### src/rtl/traffic_pkg.sv
// traffic_pkg: shared state encoding, lamp codes and sizing helper for the multi-approach light
package traffic_pkg;
  typedef enum logic [1:0] {ALL_RED, GREEN, YELLOW, FLASH} state_t;
  localparam logic [2:0] LT_RED = 3'b100;
  localparam logic [2:0] LT_YEL = 3'b010;
  localparam logic [2:0] LT_GRN = 3'b001;
  localparam logic [2:0] LT_OFF = 3'b000;
  function automatic int max2(input int a, input int b);
    return a > b ? a : b;
  endfunction
endpackage

### src/rtl/tlc_phase_timer.sv
// tlc_phase_timer: tick-gated phase counter with clear, hold and end-of-duration strobe
module tlc_phase_timer #(
  parameter int W = 4
) (
  input  logic         clk,
  input  logic         reset,
  input  logic         tick_en,
  input  logic         clr,
  input  logic         hold,
  input  logic [W-1:0] dur,
  output logic         done,
  output logic [W-1:0] count
);
  assign done = tick_en && !hold && count == dur - 1'b1;
  always_ff @(posedge clk or negedge reset)
    if (!reset) count <= '0;
    else count <= (clr || done) ? '0 : (tick_en && !hold) ? count + 1'b1 : count;
endmodule

### src/rtl/traffic_light_multi.sv
// traffic_light_multi: N-approach signal controller with ped calls, preemption and flashing-red mode
module traffic_light_multi
  import traffic_pkg::*;
#(
  parameter int N_DIR     = 2,
  parameter int GREEN_T   = 8,
  parameter int MIN_GREEN = 3,
  parameter int YELLOW_T  = 2,
  parameter int ALLRED_T  = 1,
  parameter int FLASH_T   = 4,
  localparam int DIR_W    = max2(1, $clog2(N_DIR)),
  localparam int TMR_W    = $clog2(max2(max2(GREEN_T, YELLOW_T), max2(ALLRED_T, FLASH_T)) + 1)
) (
  input  logic               clk,
  input  logic               reset,
  input  logic               tick_en,
  input  logic [N_DIR-1:0]   ped_req,
  input  logic               preempt_req,
  input  logic [DIR_W-1:0]   preempt_dir,
  input  logic               flash_en,
  output logic [3*N_DIR-1:0] lights,
  output logic [N_DIR-1:0]   walk,
  output logic [DIR_W-1:0]   phase,
  output logic               preempt_act
);
  localparam logic [DIR_W:0]   NDIR  = (DIR_W+1)'(N_DIR);
  localparam logic [DIR_W-1:0] LAST  = DIR_W'(N_DIR - 1);
  localparam logic [TMR_W-1:0] D_GRN = TMR_W'(GREEN_T);
  localparam logic [TMR_W-1:0] D_YEL = TMR_W'(YELLOW_T);
  localparam logic [TMR_W-1:0] D_RED = TMR_W'(ALLRED_T);
  localparam logic [TMR_W-1:0] D_FLS = TMR_W'(FLASH_T);
  localparam logic [TMR_W-1:0] D_MIN = TMR_W'(MIN_GREEN - 1);
  state_t           state, ns;
  logic [DIR_W-1:0] nphase, nxt_dir;
  logic [N_DIR-1:0] ped_pend, ph_oh, nph_oh;
  logic             first, served, flash_off, act;
  logic             pv, hold, done, enter_g;
  logic [TMR_W-1:0] count, dur;
  assign pv      = preempt_req && ({1'b0, preempt_dir} < NDIR);
  assign hold    = state == GREEN && pv && preempt_dir == phase;
  assign dur     = state == GREEN ? D_GRN : state == YELLOW ? D_YEL : state == FLASH ? D_FLS : D_RED;
  assign ph_oh   = {{(N_DIR-1){1'b0}}, 1'b1} << phase;
  assign nph_oh  = {{(N_DIR-1){1'b0}}, 1'b1} << nphase;
  assign nxt_dir = (first || phase == LAST) ? '0 : phase + 1'b1;
  assign enter_g = ns == GREEN && state != GREEN;
  tlc_phase_timer #(.W(TMR_W)) u_tmr (
    .clk(clk), .reset(reset), .tick_en(tick_en), .clr(ns != state),
    .hold(hold), .dur(dur), .done(done), .count(count)
  );
  always_ff @(posedge clk or negedge reset)
    if (!reset) begin
      state     <= ALL_RED;
      phase     <= '0;
      ped_pend  <= '0;
      first     <= 1'b1;
      served    <= 1'b0;
      flash_off <= 1'b0;
      act       <= 1'b0;
    end else begin
      state     <= ns;
      phase     <= nphase;
      ped_pend  <= (ped_pend | ped_req) & ~(enter_g ? nph_oh : '0);
      first     <= first && !(state == ALL_RED && ns != ALL_RED);
      served    <= ns == GREEN && (enter_g ? |((ped_pend | ped_req) & nph_oh) : served);
      flash_off <= ns == FLASH && (state == FLASH && done ? !flash_off : flash_off);
      act       <= ns == GREEN && pv && preempt_dir == nphase;
    end
  always_comb begin
    ns     = state;
    nphase = phase;
    case (state)
      ALL_RED: if (done) begin
        ns     = flash_en ? FLASH : GREEN;
        nphase = flash_en ? phase : pv ? preempt_dir : nxt_dir;
      end
      GREEN: if (done || (tick_en && !hold && ((|(ped_pend & ~ph_oh) && count >= D_MIN) || pv)))
        ns = YELLOW;
      YELLOW: if (done) ns = ALL_RED;
      FLASH: if (tick_en && !flash_en) begin
        ns     = ALL_RED;
        nphase = LAST;
      end
      default: ns = ALL_RED;
    endcase
  end
  always_comb begin
    lights = '0;
    for (int i = 0; i < N_DIR; i++)
      lights[3*i+:3] = state == FLASH ? (flash_off ? LT_OFF : LT_RED) :
                       phase != DIR_W'(i) ? LT_RED :
                       state == GREEN ? LT_GRN : state == YELLOW ? LT_YEL : LT_RED;
    walk        = served ? ph_oh : '0;
    preempt_act = act;
  end
endmodule

### config.mk
export PLATFORM = sky130hd
export DESIGN_NAME = traffic_light_multi
export DESIGN_NICKNAME = d
export VERILOG_FILES = /design/src/rtl/traffic_pkg.sv /design/src/rtl/tlc_phase_timer.sv /design/src/rtl/traffic_light_multi.sv
export SDC_FILE = /design/constraint.sdc
export NUM_CORES = 1
export LEC_CHECK = 0
export ABC_AREA = 0
export CAP_MARGIN = 30
export CORE_UTILIZATION = 35
export DETAILED_ROUTE_END_ITERATION = 10
export GPL_ROUTABILITY_DRIVEN = 1
export PLACE_DENSITY = 0.65
export SLEW_MARGIN = 10
export SYNTH_ARGS = -nofsm -noshare
export SYNTH_HDL_FRONTEND = slang
export SYNTH_SLANG_ARGS = --single-unit
### constraint.sdc
create_clock -name clk -period 3.1 [get_ports clk]
set_input_delay 0.62 -clock clk [delete_from_list [all_inputs] [get_ports clk]]
set_output_delay 0.62 -clock clk [all_outputs]
set_load 0.05 [all_outputs]
==> summary.md <==
| Metric | Value |
|---|---|
| Num CTS Buffers | 3 |
| First-pass GRT wire length | 3.99 mm |
| Syn_area_per_cell | 9.29 µm² |
| Worst setup endpoint | lights[2] |
| Ports | 18 |
| Clock latency on the worst-skew pair | 270 ps |
| Clock root buffer | clkbuf_4 |
| Origin of the critical flop-to-flop path | state[1] |
| Worst IR Drop VDD | 0.518 mV |
| GRT Util Overall | 15.8% |
| Hpwl dp | 1.93 mm |
| RSZ-0062 raised after global routing | no |
| Clock skew | 6.83 ps |
| Total die area | 3300 µm² |
| Worst hold slack | 501 ps |
| Simple-gate share of the synthesized area | 18.8% |
| Crit Path Max Fanout | 7 |
| Clock transition at path regs | 80 ps |
| CTS tree | done |
| DP Area | 1240 µm² |
| Drt total wl | 2.44 mm |
| Critical Path Start | state[0] |
| Die width | 57.5 µm |
| Critical path's largest stage delay | 840 ps |
| Drt pass-1 iters | 4 |
| CTS resizes | 0 |
| Req. time, crit path | 2480 ps |
| Seq/Total Area, Yosys | 30.3% |
| Setup violators final | 0 |
| Congestion Overflow GR | 0 |
| Kind of path behind the tightest hold check | reg2reg |
| Post CTS Setup Buffer Count | 0 |
| Placed Instances | 159 |
| Std-Cell Rows | 19 |
| Initial antenna violation count | 0 |
| Max frequency | 0.343 GHz |
| Clk sinks | 13 |
| Status | finished, final reports clean |
| Share of layout cells above drive strength 1 | 10.6% |
| Initial Util | 38.1% |
| Routed vias/inst | 5.57 |
| Gate Count Post-Synth | 116 |
| # diodes | 0 |
| Cell Area, Synth | 1080 µm² |
| Core Area | 2830 µm² |
| Synth cell count leaders | nor2_1 (13), dfrtp_1 (12), inv_1 (10) |
| H-tree depth | 1 |
| Crit path max-delay cell type | clkdlybuf4s50_1 |
| Top FF cell, synth | dfrtp_1 |
| Fin crit period | 2920 ps |
| Post-Route Setup TNS | 0 ps |
| Async S/R FF share, synth | 100% |
| Synth cell types | 47 |
| Worst-case clock buffer depth | 2 |
| Fraction of the mapped netlist area in compound gates | 22.2% |
| Cell area after layout | 1260 µm² |
| CP endpoint kind | primary output |
| Power Density | 1010 nW/µm² |
| Leakage power | 0.520 nW |
| Final core occ | 44.7% |
| I/O Buffers | 17 |
| FF+latch count, synth | 13 |
| WS Path Type | reg2out |
| Worst slew pin tran | 598 ps |
| Worst setup SP type | flop |
| GP Congestion | 0.859 |
| Most common cell in the synthesized netlist | nor2_1 |
| Fin crit share | 94.1% |
| XOR/XNOR share of the synthesized area | 7.20% |
| Largest net degree at the start of global routing | 14 |
| Main combinational cell family by area after synthesis | compound AO/OA/AOI/OAI gates |
| Rel. slew slack | 60.0% |
| Yosys top cell by area | dfrtp_1 |
| Hold_buf cts | 0 |
| Critical path arrival | 2300 ps |
| Number of global-route vias before repair | 782 |
| Worst reg2reg endpoint | flash_off |
| Max-cap violation count | 0 |
| 1st-iter DRT viols | 36 |
| Post-synthesis mux area share | 4.65% |
| Synthesized-area fraction occupied by adder cells | 8.13% |
| Synth warn | 0 |
| Residual DRC | 0 |
| Nets@finish | 148 |
| Antenna Violating Nets Remaining | 0 |
| Non-Filler Instances | 163 |
| Area added between synthesis and finish | 17.3% |
| Reg2Reg Setup Slack | 520 ps |
| Worst R2R Path Depth | 8 |
| Synth Net Count | 131 |
| Endpoints failing hold | 0 |
| Max-slew violation total from the final report | 0 |
| Die Span Y | 57.5 µm |
| Synth area leaders | dfrtp_1 (28%), ha_1 (8.1%), mux2i_1 (4.6%), nor2_1 (4.5%), buf_6 (4.2%) |
| Via count | 908 |
| Synth top area share | 27.9% |
| Drt wl/cell | 15.0 µm |
| Number of flops mapped to enable cells by yosys | 0 |
| CP Cell Sequence | inv_1, ha_1, a22oi_1, clkdlybuf4s50_1 |
-- power breakdown --
part	switching [mW]	internal, mW	total (mW)
registers	0.0759	0.227	0.302
logic	0.535	0.330	0.865
clock network	0.0549	0.0498	0.105
-- logic make-up after synthesis --
kind of cell,count (synthesis)
flip-flops,13
AO/OA/AOI/OAI,28
multiplexers,5
AND/OR/NAND/NOR,39
XOR/XNOR,8
buffers and inverters,16
adder cells (fa/ha/maj),7
-- critical path, delay by kind of cell (launching register included) --
family / cells / cell delay, ps
flip-flops: 1 / 480
buffers and inverters: 2 / 970
AO/OA/AOI/OAI: 1 / 180
adder cells (fa/ha/maj): 1 / 390
-- per-layer routing --
metal,share of wire [%],GRT usage (%)
met4,1.4,5.23
met2,44,21.6
met3,4.5,2.72
met1,50,24.6
met5,0,0
-- final cells by class --
type | instances | area (µm²)
inverter | 10 | 37.5
tap | 31 | 38.8
sequential | 13 | 327
timing repair buffer | 18 | 178
clock buffer | 4 | 26.3
fill | 269 | 1570
multi-input combinational | 87 | 657
-- cells in the final DEF, fill, tap and decap left out, drive strengths merged, types with 2 or more instances in the layout --
master          n
xnor2           5
clkdlybuf4s50  17
a21oi           3
o21ai           3
inv            10
nor4            2
or3             2
nand2b          2
ha              7
a221o           2
nand2           5
a41oi           2
xor2            3
clkbuf          4
a31oi           3
nor3            6
a22oi           2
and2            2
mux2i           5
dfrtp          12
o31ai           2
nor2           13
-- sequential cells by signal (all words and copies together), names as in the netlist --
register	flops
first	1
served	1
preempt_act	1
flash_off	1
ped_pend	2
u_tmr.count	4
state	2
phase	1
-- worst min-delay path by stage --
stage / startpoint / slack [ps] / cells after the start / to
final: first / 500 / 1 / first
after global routing: first / 510 / 1 / first
after CTS: first / 510 / 1 / first
after detailed placement: first / 490 / 1 / first
after global placement: first / 490 / 1 / first
after floorplan: reset / 320 / 0 / flash_off
-- stage by stage --
| step | power, mW | worst slack (ps) |
|---|---|---|
| after floorplan | 0.970 | 461 |
| after global placement | 1.15 | 310 |
| after detailed placement | 1.17 | 280 |
| after CTS | 1.28 | 165 |
| after global routing | 1.37 | 1.26 |
| final | 1.27 | 182 |
(Power assumes the default switching activity.)
